==> config.mk <==
export PLATFORM = sky130hd
export DESIGN_NAME = reg_write_arbiter
export DESIGN_NICKNAME = d
export VERILOG_FILES = /design/src/rtl/reg_write_arbiter.sv
export SDC_FILE = /design/constraint.sdc
export NUM_CORES = 1
export LEC_CHECK = 0
export CAP_MARGIN = 20
export CORE_MARGIN = 10
export CORE_UTILIZATION = 44
export DETAILED_ROUTE_END_ITERATION = 8
export GPL_TIMING_DRIVEN = 0
export MAX_ROUTING_LAYER = met4
export PLACE_DENSITY = 0.87
export SYNTH_ARGS = -nofsm -noshare
export SYNTH_HDL_FRONTEND = slang
export SYNTH_SLANG_ARGS = --single-unit
==> constraint.sdc <==
create_clock -name clk -period 9.8 [get_ports clk]
set_clock_uncertainty 0.1 [all_clocks]
set_input_delay 1.47 -clock clk [delete_from_list [all_inputs] [get_ports clk]]
set_output_delay 1.47 -clock clk [all_outputs]
set_load 0.02 [all_outputs]
==> src/rtl/reg_write_arbiter.sv <==
// Round-robin arbiter for the single reg_file write port, plus a 16-entry pending-write
// scoreboard for RAW stalls. Define REG_ARB_STATS_EN to add the conflict_cnt_o counter.
module reg_write_arbiter #(
    parameter int N    = 32,
    parameter int NREQ = 3
) (
    input  logic              clk,
    input  logic              rst_n,
    input  logic [NREQ-1:0]   req_valid_i,
    input  logic [4*NREQ-1:0] req_addr_i,
    input  logic [N*NREQ-1:0] req_data_i,
    output logic [NREQ-1:0]   req_ready_o,
    output logic              wr_en_o,
    output logic [3:0]        wr_addr_o,
    output logic [N-1:0]      wr_data_o,
    output logic              err_pc_write_o,
    input  logic              reserve_valid_i,
    input  logic [3:0]        reserve_addr_i,
    input  logic [11:0]       chk_addr_i,
    input  logic [2:0]        chk_en_i,
    output logic [2:0]        busy_o,
    output logic              stall_o
`ifdef REG_ARB_STATS_EN
    ,
    output logic [15:0]       conflict_cnt_o
`endif
);
    localparam int IW = (NREQ > 1) ? $clog2(NREQ) : 1;

    logic [IW-1:0] last_q, last_d, grant_idx, cand;
    logic          grant_vld;
    logic [3:0]    grant_addr;
    logic [N-1:0]  grant_data;
    logic          wr_en_q, wr_en_d, err_q, err_d;
    logic [3:0]    wr_addr_q, wr_addr_d;
    logic [N-1:0]  wr_data_q, wr_data_d;
    logic [15:0]   pending_q, pending_d;

    // Search starts one past the last winner and wraps.
    always_comb begin
        grant_vld = 1'b0;
        grant_idx = last_q;
        cand      = '0;
        for (int i = 1; i <= NREQ; i++) begin
            cand = IW'((int'(last_q) + i) % NREQ);
            if (!grant_vld && req_valid_i[cand]) begin
                grant_vld = 1'b1;
                grant_idx = cand;
            end
        end
        req_ready_o = '0;
        grant_addr  = '0;
        grant_data  = '0;
        for (int k = 0; k < NREQ; k++) begin
            if (grant_vld && grant_idx == IW'(k)) begin
                req_ready_o[k] = 1'b1;
                grant_addr     = req_addr_i[4*k +: 4];
                grant_data     = req_data_i[N*k +: N];
            end
        end
    end

    // R15 is granted but never written; it raises the error pulse instead.
    always_comb begin
        last_d    = grant_vld ? grant_idx : last_q;
        wr_en_d   = grant_vld && (grant_addr != 4'd15);
        err_d     = grant_vld && (grant_addr == 4'd15);
        wr_addr_d = wr_en_d ? grant_addr : wr_addr_q;
        wr_data_d = wr_en_d ? grant_data : wr_data_q;
        pending_d = pending_q;
        if (wr_en_q)
            pending_d[wr_addr_q] = 1'b0;
        if (reserve_valid_i)
            pending_d[reserve_addr_i] = 1'b1;
        pending_d[15] = 1'b0;
    end

    always_ff @(posedge clk or negedge rst_n) begin
        if (!rst_n) begin
            last_q    <= IW'(NREQ - 1);
            wr_en_q   <= 1'b0;
            err_q     <= 1'b0;
            wr_addr_q <= '0;
            wr_data_q <= '0;
            pending_q <= '0;
        end else begin
            last_q    <= last_d;
            wr_en_q   <= wr_en_d;
            err_q     <= err_d;
            wr_addr_q <= wr_addr_d;
            wr_data_q <= wr_data_d;
            pending_q <= pending_d;
        end
    end

    assign wr_en_o        = wr_en_q;
    assign wr_addr_o      = wr_addr_q;
    assign wr_data_o      = wr_data_q;
    assign err_pc_write_o = err_q;

    // No bypass of the in-flight write: the commit edge is what clears busy.
    always_comb begin
        for (int j = 0; j < 3; j++)
            busy_o[j] = pending_q[chk_addr_i[4*j +: 4]];
    end
    assign stall_o = |(busy_o & chk_en_i);

`ifdef REG_ARB_STATS_EN
    logic [15:0] conflict_cnt_q, conflict_cnt_d;

    always_comb begin
        conflict_cnt_d = conflict_cnt_q;
        if ($countones(req_valid_i) >= 2 && conflict_cnt_q != 16'hFFFF)
            conflict_cnt_d = conflict_cnt_q + 16'd1;
    end

    always_ff @(posedge clk or negedge rst_n) begin
        if (!rst_n)
            conflict_cnt_q <= '0;
        else
            conflict_cnt_q <= conflict_cnt_d;
    end

    assign conflict_cnt_o = conflict_cnt_q;
`endif
endmodule

==> results.sh <==
export IMPL_reg2reg_depth=11
export IMPL_io_buffers=177
export IMPL_drive_above_1_share_pct=14.59
export IMPL_cts_buffers=5
export IMPL_critPathMaxFanout=10
export IMPL_setup_viol=0
export IMPL_final_max_slew_viol_count=0
export IMPL_core_area_sq_um=7848
export IMPL_layout_nets=657
export IMPL_synthesis_nets=471
export IMPL_cts_htree_levels=2
export IMPL_drc_errors=0
export IMPL_synth_top_area_share_pct=37.41
export IMPL_crit_cells=9
export IMPL_cellPowerDensity_nw_per_um2=446.1
export IMPL_cp_end_kind="output port"
export IMPL_fin_area_sq_um=5625
export IMPL_synthesis_area_sq_um=3612
export IMPL_cp_top_family="buffers and inverters"
export IMPL_path_clk_slew_ns=0.08
export IMPL_die_area_sq_um=12230
export IMPL_max_slew_margin_pct=58.98
export IMPL_wl_per_cell_um=20.17
export IMPL_fillCellCount=567
export IMPL_firstDrtPassIters=4
export IMPL_cp_endpoint="req_ready_o[0]"
export IMPL_clk_latency_ns=0.32
export IMPL_synth_seq_cells=55
export IMPL_grt_first_pass_wirelength_um=19770
export IMPL_vias_per_cell=5.449
export IMPL_post_dp_cell_area_sq_um=5527
export IMPL_drt_wl_total_um=12570
export IMPL_ant_nets=0
export IMPL_rsz0062_at_grt="false"
export IMPL_yosysSeqAreaShare_pct=38.14
export IMPL_crit_buf_inv=4
export IMPL_hold_start="wr_data_o[28]$_DFFE_PN0P_"
export IMPL_crit_top_cell="clkdlybuf4s50_1"
export IMPL_die_w_um=110.6
export IMPL_initial_core_util_pct=46.03
export IMPL_cpMaxStageDelayCell="clkdlybuf4s50_1"
export IMPL_max_cap_viol_count=0
export IMPL_yosysWarnings=0
export IMPL_synth_ff_type="dfrtp_1"
export IMPL_synth_largest_area_cell="dfrtp_1"
export IMPL_synth_most_common_cell="o21ai_0"
export IMPL_die_h_um=110.6
export IMPL_grt_max_degree=30
export IMPL_min_period_over_period_pct=59.31
export IMPL_grt_antenna_before_repair=0
export IMPL_avgSynthCellArea_sq_um=10.82
export IMPL_clock_path_buffers=2
export IMPL_startpoint_type="input pin"
export IMPL_io_pins=178
export IMPL_synth_edff_count=0
export IMPL_grt_ovfl_total=0
export IMPL_leakage_nw=2.333
export IMPL_hold_buffers=0
export IMPL_reg2reg_to="wr_data_o[16]$_DFFE_PN0P_"
export IMPL_gp_congestion=0.9584
export IMPL_r2r_start="last_q[1]$_DFFE_PN1P_"
export IMPL_tns_ns=0
export IMPL_hold_class="flip-flop to flip-flop"
export IMPL_ir_drop_mv=0.3395
export IMPL_fmax_mhz=172.1
export IMPL_synthTopCellsByCount="o21ai_0, dfrtp_1, nand2_1"
export IMPL_criticalPathCategory="input pin to output port"
export IMPL_async_reset_ff_share_pct=100.0
export IMPL_cts_sinks=55
export IMPL_cts_resized=0
export IMPL_cts_tree="built"
export IMPL_outcome="finished, final reports clean"
export IMPL_grt_usage_pct=20.28
export IMPL_min_period_ns=5.812
export IMPL_worstPathRequired_ns=8.23
export IMPL_setup_worst_path_start="req_valid_i[2]"
export IMPL_rows=32
export IMPL_grt_pass1_vias=3733
export IMPL_synth_distinct_cells=40
export IMPL_vias=3395
export IMPL_hold_viol_final=0
export IMPL_dpl_hpwl_um=10660
export IMPL_cts_root_buf="clkbuf_8"
export IMPL_cp_cell_sequence="clkdlybuf4s50_1 > nand2b_1 > a32oi_1 > a21oi_1 > or2_2 > inv_2 > buf_2 > nor3_1 > clkdlybuf4s50_1"
export IMPL_syn2layout_area_growth_pct=55.73
export IMPL_reg2reg_setup_slack_ns=6.19
export IMPL_diodes=0
export IMPL_critical_path_max_stage_delay_ns=0.57
export IMPL_synth_area_top_cells="dfrtp_1, mux2_4, mux2i_1"
export IMPL_syn_inst=334
export IMPL_worst_pin_slew_ns=0.6153
export IMPL_drtIter0Drc=169
export IMPL_cts_setup_buffers=0
export IMPL_arrival_ns=4.24
==> power by group <==
| part | internal (mW) | switching [mW] | total [mW] |
|---|---|---|---|
| logic | 1.01 | 0.899 | 1.91 |
| clock network | 0.0572 | 0.0716 | 0.129 |
| registers | 0.370 | 0.0973 | 0.467 |
| total | 1.44 | 1.07 | 2.51 |
==> cell type report <==
| cell class | count | area, sq um | share of cell area (%) |
|---|---|---|---|
| Multi-Input combinational cell | 259 | 2132 | 37.90 |
| Timing Repair Buffer | 179 | 1794 | 31.89 |
| Sequential cell | 55 | 1378 | 24.49 |
| Tap cell | 102 | 127.6 | 2.269 |
| Clock buffer | 7 | 86.33 | 1.535 |
| Buffer | 14 | 80.08 | 1.423 |
| Inverter | 6 | 22.52 | 0.4004 |
| Clock inverter | 1 | 5.005 | 0.08897 |
==> state kept, by name (all words and copies together) (netlist names) <==
| register | flops |
|---|---|
| wr_addr_o | 4 |
| wr_en_o | 1 |
| err_pc_write_o | 1 |
| last_q | 2 |
| wr_data_o | 32 |
| pending_q | 15 |
==> per-layer routing <==
layer | vias up | wire (um) | global-route usage, %
li1 | 1605 | - | -
met1 | 1623 | 4695 | 20.83
met2 | 145 | 6548 | 35.64
met3 | 22 | 998 | 7.023
met4 | 0 | 325 | 6.131
met5 | - | 0 | -
==> per-stage QoR <==
| stage | power, mW | hold WS, ns | util, % | setup slack, ns | instances |
|---|---|---|---|---|---|
| final | 2.510 | 0.4112 | 71.68 | 3.988 | 623 |
| after global routing | 2.683 | 0.4397 | 71.68 | 3.799 | 623 |
| after CTS | 2.520 | 0.4165 | 71.59 | 3.958 | 622 |
| after detailed placement | 2.391 | 0.3926 | 70.42 | 3.983 | 614 |
| after global placement | 2.314 | 0.3913 | 70.23 | 4.021 | 613 |
| after floorplan | 1.834 | 0.3982 | - | 5.277 | 334 |
==> worst min path at each step <==
stage / depth (start not counted) / slack [ns] / endpoint
2_1_floorplan: 2 / 0.40 / pending_q[2]$_DFF_PN0_
3_3_place_gp: 1 / 0.39 / wr_data_o[29]$_DFFE_PN0P_
3_5_place_dp: 1 / 0.39 / wr_data_o[8]$_DFFE_PN0P_
4_1_cts: 1 / 0.42 / wr_data_o[28]$_DFFE_PN0P_
5_1_grt: 1 / 0.44 / wr_data_o[8]$_DFFE_PN0P_
6_report: 1 / 0.41 / wr_data_o[28]$_DFFE_PN0P_
==> cell usage in the layout, fill, tap and decap left out, types with 2 or more instances in the layout <==
master / count
nand3b_1: 5
mux2i_1: 38
clkdlybuf4s50_1: 176
ha_1: 4
inv_1: 5
nand2_1: 44
o22ai_1: 4
mux2_4: 28
nand2b_1: 8
dfrtp_1: 54
buf_6: 3
mux2_2: 8
a21oi_1: 4
nand3_1: 4
mux4_2: 12
and3_1: 2
clkbuf_1: 7
or2_2: 3
nor3_1: 5
o21ai_0: 67
clkbuf_8: 6
a32oi_1: 2
o22a_1: 2
buf_2: 5
or3b_2: 2
nor2_1: 4
==> cell families after synthesis <==
family | Yosys count | synth area share, %
DFF | 55 | 38.14
buffers and inverters | 20 | 2.840
AOI/OAI and AO/OA | 90 | 15.14
and+or+nand+nor | 79 | 10.36
muxes | 86 | 32.14
adders and majority gates | 4 | 1.386
Power figures use the tool's default switching activity.
